**src/rtl/prefetch_queue.sv**
```systemverilog
// Instruction prefetch queue: fetches BUS_BYTES-wide aligned words at CS:IP into a
// byte FIFO and hands the decoder one byte per cycle along with that byte's IP.
module prefetch_queue #(
  parameter int          BUS_BYTES  = 2,
  parameter int          FIFO_DEPTH = 8,
  parameter logic [15:0] RESET_CS   = 16'hffff,
  parameter logic [15:0] RESET_IP   = 16'h0000
) (
  input  logic                            clk,
  input  logic                            reset_n,
  input  logic [15:0]                     new_cs,
  input  logic [15:0]                     new_ip,
  input  logic                            load_new_ip,
  input  logic                            rd_en,
  output logic [7:0]                      rd_data,
  output logic [15:0]                     rd_ip,
  output logic                            empty,
  output logic [$clog2(FIFO_DEPTH):0]     fifo_count,
  output logic                            mem_access,
  input  logic                            mem_ack,
  output logic [19-$clog2(BUS_BYTES):0]   mem_address,
  input  logic [8*BUS_BYTES-1:0]          mem_data
);

  localparam int OFF_W = $clog2(BUS_BYTES);
  localparam int PTR_W = $clog2(FIFO_DEPTH);
  localparam int CNT_W = PTR_W + 1;
  localparam logic [CNT_W-1:0] BUS_CNT   = CNT_W'(BUS_BYTES);
  localparam logic [CNT_W-1:0] DEPTH_CNT = CNT_W'(FIFO_DEPTH);

  typedef enum logic [1:0] {IDLE, FETCH, ABORT} state_t;

  state_t             state, state_next;
  logic [15:0]        cs, fetch_ip, pend_cs, pend_ip;
  logic [PTR_W-1:0]   wr_ptr, rd_ptr;
  logic [CNT_W-1:0]   count, count_next, n_write, free_now, free_next;
  logic [7:0]         buffer [FIFO_DEPTH];
  logic [19:0]        linear;
  logic [OFF_W-1:0]   off;
  logic               pop, accept;

  assign linear      = {cs, 4'b0000} + {4'b0000, fetch_ip};
  assign mem_address = linear[19:OFF_W];
  assign off         = fetch_ip[OFF_W-1:0];
  assign mem_access  = (state != IDLE);
  assign empty       = (count == '0);
  assign fifo_count  = count;
  assign rd_data     = empty ? 8'h00 : buffer[rd_ptr];

  always_comb begin
    pop        = rd_en && !empty;
    accept     = (state == FETCH) && mem_ack && !load_new_ip;
    n_write    = accept ? (BUS_CNT - CNT_W'(off)) : '0;
    count_next = count + n_write - CNT_W'(pop);
    free_now   = DEPTH_CNT - count;
    free_next  = DEPTH_CNT - count_next;
    state_next = state;
    case (state)
      IDLE: begin
        if (!load_new_ip && (free_now >= BUS_CNT))
          state_next = FETCH;
      end
      FETCH: begin
        if (load_new_ip && mem_ack)
          state_next = IDLE;
        else if (load_new_ip)
          state_next = ABORT;
        else if (mem_ack)
          state_next = (free_next >= BUS_CNT) ? FETCH : IDLE;
      end
      ABORT: begin
        if (mem_ack)
          state_next = IDLE;
      end
      default: state_next = IDLE;
    endcase
  end

  // A branch while a fetch is still outstanding parks the target until the stale ack arrives
  always_ff @(posedge clk or negedge reset_n) begin
    if (!reset_n) begin
      state    <= IDLE;
      cs       <= RESET_CS;
      fetch_ip <= RESET_IP;
      pend_cs  <= RESET_CS;
      pend_ip  <= RESET_IP;
      rd_ip    <= RESET_IP;
      wr_ptr   <= '0;
      rd_ptr   <= '0;
      count    <= '0;
    end else begin
      state <= state_next;
      if (load_new_ip) begin
        wr_ptr <= '0;
        rd_ptr <= '0;
        count  <= '0;
        rd_ip  <= new_ip;
        if ((state != IDLE) && !mem_ack) begin
          pend_cs <= new_cs;
          pend_ip <= new_ip;
        end else begin
          cs       <= new_cs;
          fetch_ip <= new_ip;
        end
      end else begin
        count  <= count_next;
        wr_ptr <= wr_ptr + n_write[PTR_W-1:0];
        rd_ptr <= rd_ptr + PTR_W'(pop);
        if (pop)
          rd_ip <= rd_ip + 16'd1;
        if (accept)
          fetch_ip <= fetch_ip + 16'(BUS_BYTES) - 16'(off);
        if ((state == ABORT) && mem_ack) begin
          cs       <= pend_cs;
          fetch_ip <= pend_ip;
        end
      end
    end
  end

  // Byte storage needs no reset; occupancy alone decides what is visible
  always_ff @(posedge clk) begin
    if (accept) begin
      for (int k = 0; k < BUS_BYTES; k++) begin
        if (k >= int'(off))
          buffer[wr_ptr + PTR_W'(k) - PTR_W'(off)] <= mem_data[8*k +: 8];
      end
    end
  end

endmodule

```
**config.mk**
```make
export PLATFORM = sky130hd
export DESIGN_NAME = prefetch_queue
export DESIGN_NICKNAME = d
export VERILOG_FILES = /design/src/rtl/prefetch_queue.sv
export SDC_FILE = /design/constraint.sdc
export NUM_CORES = 1
export LEC_CHECK = 0
export CAP_MARGIN = 20
export CORE_ASPECT_RATIO = 1.2
export CORE_MARGIN = 2
export CORE_UTILIZATION = 25
export DETAILED_ROUTE_END_ITERATION = 6
export SLEW_MARGIN = 25
export SYNTH_ARGS = -nofsm -noshare
export SYNTH_HDL_FRONTEND = slang
export SYNTH_SLANG_ARGS = --single-unit
```
**constraint.sdc**
```tcl
create_clock -name clk -period 8.5 [get_ports clk]
set_input_delay 1.275 -clock clk [delete_from_list [all_inputs] [get_ports clk]]
set_output_delay 1.275 -clock clk [all_outputs]
set_load 0.005 [all_outputs]
```
=== Word-level counts from Yosys, hierarchy flattened ===
Memories as Yosys holds them, arrays and structs flattened.
Cells that the tools add are included.

* Bits in registers: 92
* RAM bits: 64
* Bits of input ports: 53
* Output and inout port bits: 49
* Logic and storage cells: 79
* Memories kept: 1

{| class="wikitable"
|+ Memory list
! memory !! depth !! bits a word !! rd ports !! clocked after memory_dff !! wr ports !! RTL line !! text
|-
| buffer || 8 || 8 || 1 || 0 || 2 || 37 || <nowiki>logic [7:0] buffer [FIFO_DEPTH];</nowiki>
|}

* Add/subtract/negate cells: 14
* $lt $le $gt $ge: 3
* Equality and inequality tests: 6
* Mux-type cells: 26
* Reductions and logical operators: 20

{| class="wikitable"
|+ Operators by type and width
! kind !! number
|-
| $mux W16 || 9
|-
| $add A20 B16 Y20 || 1
|-
| $add A16 B1 Y16 const B || 1
|-
| $add A16 B2 Y16 const B || 1
|-
| $sub A16 B1 Y16 || 1
|-
| $mux W2 || 5
|-
| $ge A4 B2 Y1 const B || 2
|-
| $mux W4 || 2
|-
| $mux W8 || 1
|-
| $sub A4 B4 Y4 const A || 2
|-
| $logic_and A1 B1 Y1 || 7
|-
| $mux W1 || 6
|-
| $mux W3 || 2
|-
| $ne A2 B2 Y1 const B || 3
|-
| $pmux W2 S3 || 1
|-
| $reduce_and A2 Y1 || 3
|-
| $reduce_bool A2 Y1 || 3
|-
| $sub A3 B1 Y3 || 2
|-
| $add A4 B4 Y4 || 1
|-
| $logic_not A4 Y1 || 1
|-
| $ne A4 B3 Y1 const B || 1
|-
| $sub A4 B1 Y4 || 1
|-
| $add A3 B1 Y3 || 1
|-
| $add A3 B1 Y3 const B || 1
|-
| other kinds (9) || 11
|}

=== Longest topological paths before layout ===
* Word-level depth: 13
* Depth in mapped cells: 13
* Mapped depth without buffers: 12

=== Least setup slack after synthesis ===
Ideal clock, no wire load.

* Kind: input-to-reg
* Start point: input port mem_ack
* End point: register state[0]
* Library setup time: 0.125 ns
* Arrival time: 3.470 ns
* Data required time: 8.375 ns
* Path slack: 4.905 ns
* Cell stages on the path: 12
* Buffers on the path: 1
* Path through: buf_4 > nand2_2 > nor3_4 > nand2_1 > xnor2_1 > ha_1 > inv_1 > fa_1 > inv_1 > ha_1 > nor3b_1 > a2111oi_0

* Word-level cells in the longest chain between the ends: 12
* Elaborated cells on any way between the ends: 16
* Those cells by class: add/sub: 3; order compare: 1; eq/ne: 2; mux: 6; reduce/logical: 4

{| class="wikitable"
|+ RTL lines
! what !! RTL line !! text
|-
| start, declared || 20 || <nowiki>input logic mem_ack,</nowiki>
|-
| $logic_and A1 B1 Y1 (2 in a row) || 52 || <nowiki>accept = (state == FETCH) && mem_ack && !load_new_ip;</nowiki>
|-
| $mux W4 || 53 || <nowiki>n_write = accept ? (BUS_CNT - CNT_W'(off)) : '0;</nowiki>
|-
| $add A4 B4 Y4 || 54 || <nowiki>count_next = count + n_write - CNT_W'(pop);</nowiki>
|-
| $sub A4 B1 Y4 || 54 ||
|-
| $sub A4 B4 Y4 || 56 || <nowiki>free_next = DEPTH_CNT - count_next;</nowiki>
|-
| $ge A4 B2 Y1 || 69 || <nowiki>state_next = (free_next >= BUS_CNT) ? FETCH : IDLE;</nowiki>
|-
| $mux W1 || 69 ||
|-
| $mux W2 || 68 || <nowiki>else if (mem_ack)</nowiki>
|-
| $mux W2 || 66 || <nowiki>else if (load_new_ip)</nowiki>
|-
| $mux W2 || 64 || <nowiki>if (load_new_ip && mem_ack)</nowiki>
|-
| $pmux W2 S3 || 58 || <nowiki>case (state)</nowiki>
|-
| end signal, assigned || 92 || <nowiki>state <= state_next;</nowiki>
|-
| end, declared || 33 || <nowiki>state_t state, state_next;</nowiki>
|}

Parallel ways exist; a longest one is shown, timed or not. The select of a mux whose other input is x is not followed.
A chain may end at the register's enable or synchronous reset.

=== Worst setup path in the final report ===
* Start point: register cs[0]
* End point: output port mem_address[15]

* Word-level cells in the longest chain between the ends: 1

{| class="wikitable"
|+ RTL lines
! what !! RTL line !! text
|-
| start, declared || 34 || <nowiki>logic [15:0] cs, fetch_ip, pend_cs, pend_ip;</nowiki>
|-
| start signal, assigned || 102 || <nowiki>cs <= new_cs;</nowiki>
|-
| start signal, assigned || 114 || <nowiki>cs <= pend_cs;</nowiki>
|-
| $add A20 B16 Y20 || 42 || <nowiki>assign linear = {cs, 4'b0000} + {4'b0000, fetch_ip};</nowiki>
|-
| end, declared || 21 || <nowiki>output logic [19-$clog2(BUS_BYTES):0] mem_address,</nowiki>
|}

No other way between the ends.

==> flow_summary.yaml <==
clock_network:
  clock_tree.htree_level_count: 4
  cts_resized: 0
  cts_root_buf: "sky130_fd_sc_hd__clkbuf_16"
  numCtsBuffers: 17
  clk_pin_slew_worst_paths_ns: 0.07
  cts_tree: "built"
  numClockSinks: 156
  ctsHoldBuffers: 0
  ctsLongestPathBuffers: 2
  clkLatencyLatePin_ns: 0.44
  cts_post_setup_buffers_inserted: 0
synth:
  syn-instance-count: 828
  synth.avg_cell_area_um2: 11.4
  synth.distinct_cells: 68
  synth_top_area_frac: 0.204
  most_instantiated_flip_flop_cell_in_the_synthesis_netlist: "sky130_fd_sc_hd__edfxtp_1"
  synth_area_leader_cell: "sky130_fd_sc_hd__edfxtp_1"
  ys_warn_count: 0
  postSynth.asyncResetShare: 0.590
  synth-edff-count: 64
  synth_seq_area_share: 0.453
  synth_area_leaders: "sky130_fd_sc_hd__edfxtp_1, sky130_fd_sc_hd__dfrtp_1, sky130_fd_sc_hd__mux2_2, sky130_fd_sc_hd__dfstp_2, sky130_fd_sc_hd__ha_1"
  synth_area_mm2: 0.00941
  syn-num-nets: 928
  synth_seq_cells: 156
timing:
  unrepaired_setup_endpoints_after_global_routing: "no"
  totalNegativeSetupSlack_ns: 0
  timing.final.hold_violations: 0
  setup_viol_count_final: 0
  maxClockFrequency_ghz: 0.214
  relSlewSlack: 0.359
  fin_worst_skew_ns: 0.0218
  drv_slew: 0
  post-route-min-period_ns: 4.66
  worstMarginPinSlew_ns: 0.955
  final_min_period_over_clock_period: 0.549
critical_path:
  setup.reg_to_reg.worst_slack_ns: 5.44
  critical_path_arrival_ns: 3.39
  criticalPathCategory: "flop to output pin"
  setup.worst_path.start_class: "flop"
  worst-path-max-fanout: 5
  timing.critical_path.required_ns: 7.22
  start_point_of_the_critical_path: "cs[0]"
  worstSetupEndpointType: "output pin"
  reg2reg_from: "fifo_count[0]"
floorplanning:
  placeableCoreArea_mm2: 0.0370
  number_of_placement_rows: 77
  floorplan.die_area_mm2: 0.0392
  die-height_um: 217
  io_pins: 102
  die_width_um: 181
  initial_core_utilization: 0.254
pwr:
  power_leakage_nw: 4.42
  netSwitchingFraction: 0.384
  power.ir.vdd_worst_uv: 240
  internal-power_mw: 2.56
  pwr-share-seq: 0.297
  combinational_group_share_of_total_power: 0.519
  powerDensity_mw_per_mm2: 362
  p_clk_frac: 0.184
  power.net_switching_mw: 1.60
route:
  ant_nets: 0
  totalWireLength_um: 23700
  vias_per_std_cell: 4.70
  firstDrtPassIters: 5
  wl_per_cell_um: 16.9
  detail_route.drc_violations: 0
  vias: 6596
  drt_iter0_markers: 435
layout:
  insertedDiodeCount: 0
  layout_cells_sized_above_1: 0.225
  area_overhead_of_the_layout_relative_to_synthesis_pct: 21.9
  final_cell_count_no_fill: 1402
  fillers: 3791
  nNetsFinal: 1015
  multi_input_area_mm2: 0.00479
  seqCellArea_mm2: 0.00427
min_path:
  min-delay-start: "cs[10]"
  timing.hold.worst.class: "flop to flop"
place:
  port_buffers: 101
  place_congestion: 0.793
  numPlacedInstances: 1370
  detailed_place_hpwl_um: 17100
global_route:
  groute.usage.overall: 0.122
  grt_start_max_net_pins: 57
  globalRouteOverflowTotal: 0
  grt_pass1_vias: 6622
  grt_pass1_wl_um: 37200
  antenna_found_initial: 3
flow_run:
  cap_viol_max_count: 0
run_status:
  status: "finished, final reports clean"
[worst max-delay path, cell delays in order (launching register included)]
cell	delay [ns]
sky130_fd_sc_hd__dfstp_2	0.53
sky130_fd_sc_hd__ha_1	0.16
sky130_fd_sc_hd__inv_1	0.05
sky130_fd_sc_hd__fa_1	0.40
sky130_fd_sc_hd__nor2b_1	0.16
sky130_fd_sc_hd__o31a_2	0.19
sky130_fd_sc_hd__o21ai_2	0.09
sky130_fd_sc_hd__o21a_1	0.24
sky130_fd_sc_hd__or4b_1	0.51
sky130_fd_sc_hd__nand3_1	0.11
sky130_fd_sc_hd__clkdlybuf4s50_1	0.51
[per-stage QoR]
stage               setup slack, ns  instance area, um2  hold slack (ns)  total power, mW   util
global route                   3.68               11500            0.523             4.48  0.310
global placement               4.14               10900            0.488             3.36  0.294
CTS                            3.79               11500            0.508             4.19  0.310
floorplan                      4.90                9410            0.475             2.63      -
finish                         3.84               11500            0.506             4.15  0.310
detailed placement             4.05               10900            0.493             3.39  0.294
[layout make-up]
type	count	share of cell area
clock buffers	17	0.0371
well taps	474	0.0517
repair buffers	110	0.0934
inverters	43	0.0141
multi-input cells	587	0.418
clock inverters	15	0.0135
flip-flops and latches	156	0.372
[layout by cell type (no fill, tap or decap), types with 4 or more instances in the layout]
master / n
sky130_fd_sc_hd__nand2_1: 55
sky130_fd_sc_hd__clkbuf_16: 17
sky130_fd_sc_hd__a211oi_1: 5
sky130_fd_sc_hd__dfrtp_1: 59
sky130_fd_sc_hd__or3_1: 5
sky130_fd_sc_hd__nor2_1: 64
sky130_fd_sc_hd__a21o_1: 7
sky130_fd_sc_hd__clkdlybuf4s50_1: 99
sky130_fd_sc_hd__o21ai_0: 37
sky130_fd_sc_hd__xor2_1: 12
sky130_fd_sc_hd__mux4_2: 16
sky130_fd_sc_hd__nor2b_1: 5
sky130_fd_sc_hd__o211ai_1: 11
sky130_fd_sc_hd__and3_1: 8
sky130_fd_sc_hd__mux2_4: 16
sky130_fd_sc_hd__inv_1: 42
sky130_fd_sc_hd__ha_1: 44
sky130_fd_sc_hd__edfxtp_1: 64
sky130_fd_sc_hd__o21a_1: 4
sky130_fd_sc_hd__a21oi_1: 54
sky130_fd_sc_hd__o21bai_1: 4
sky130_fd_sc_hd__buf_4: 10
sky130_fd_sc_hd__nand4_1: 4
sky130_fd_sc_hd__inv_6: 5
sky130_fd_sc_hd__xnor2_1: 32
sky130_fd_sc_hd__mux2_2: 83
sky130_fd_sc_hd__nand3_1: 15
sky130_fd_sc_hd__a31oi_1: 5
sky130_fd_sc_hd__mux2i_1: 27
sky130_fd_sc_hd__nor3_1: 7
sky130_fd_sc_hd__o31ai_1: 8
sky130_fd_sc_hd__dfstp_2: 32
[cell usage after synthesis (4+ instances only)]
cell / instances
sky130_fd_sc_hd__mux4_2: 16
sky130_fd_sc_hd__nor2_1: 64
sky130_fd_sc_hd__dfrtp_1: 60
sky130_fd_sc_hd__edfxtp_1: 64
sky130_fd_sc_hd__o211ai_1: 11
sky130_fd_sc_hd__nand4_1: 4
sky130_fd_sc_hd__or3_1: 5
sky130_fd_sc_hd__clkbuf_1: 17
sky130_fd_sc_hd__and3_1: 8
sky130_fd_sc_hd__inv_1: 42
sky130_fd_sc_hd__xnor2_1: 32
sky130_fd_sc_hd__o21a_1: 4
sky130_fd_sc_hd__o21bai_1: 4
sky130_fd_sc_hd__dfstp_2: 32
sky130_fd_sc_hd__a211oi_1: 5
sky130_fd_sc_hd__buf_4: 9
sky130_fd_sc_hd__o21ai_0: 38
sky130_fd_sc_hd__xor2_1: 12
sky130_fd_sc_hd__nor2b_1: 5
sky130_fd_sc_hd__nand3_1: 15
sky130_fd_sc_hd__a31oi_1: 5
sky130_fd_sc_hd__a21o_1: 7
sky130_fd_sc_hd__buf_2: 12
sky130_fd_sc_hd__mux2_4: 16
sky130_fd_sc_hd__a21oi_1: 54
sky130_fd_sc_hd__nor3_1: 7
sky130_fd_sc_hd__o31ai_1: 10
sky130_fd_sc_hd__mux2i_1: 27
sky130_fd_sc_hd__nand2_1: 55
sky130_fd_sc_hd__ha_1: 44
sky130_fd_sc_hd__mux2_2: 83
[flip-flops by register name (all words and copies together) (netlist names)]
register / flops
fifo_count: 4
state: 2
buffer: 64
rd_ptr: 3
wr_ptr: 3
fetch_ip: 16
cs: 16
pend_cs: 16
pend_ip: 16
rd_ip: 16
[power groups by stage]
stage	logic, mW	registers, mW	clock network, mW
2_1_floorplan	1.47	1.16	0
3_5_place_dp	2.14	1.25	0
3_3_place_gp	2.12	1.24	0
5_1_grt	2.39	1.27	0.814
6_report	2.15	1.23	0.766
4_1_cts	2.17	1.24	0.790
[cell families (layout without fill, tap and decap cells)]
| group | count (synthesis) | count (layout) | share of synthesized area |
|---|---|---|---|
| adder cells (fa/ha/maj) | 47 | 47 | 0.0649 |
| flip-flops | 156 | 156 | 0.453 |
| multiplexers | 142 | 142 | 0.192 |
| AO/OA/AOI/OAI | 164 | 164 | 0.110 |
| XOR/XNOR | 44 | 44 | 0.0410 |
| AND/OR/NAND/NOR | 190 | 190 | 0.0996 |
| buffers and inverters | 85 | 185 | 0.0394 |
[routing by layer]
layer  share of wire  GRT usage
met5         0.00093          0
met1            0.44      0.152
met2            0.49      0.210
met4           0.011     0.0306
met3           0.054     0.0306
[path summary, 6_finish.rpt]
kind	to	depth (start not counted)
setup / recovery	mem_address[15]	10
hold / removal	cs[10]	2
setup reg to reg	state[0]	11
hold reg to reg	cs[10]	2
max in group asynchronous	rd_ptr[0]	2
min in group asynchronous	pend_ip[15]	1
Power figures use the tool's default switching activity.
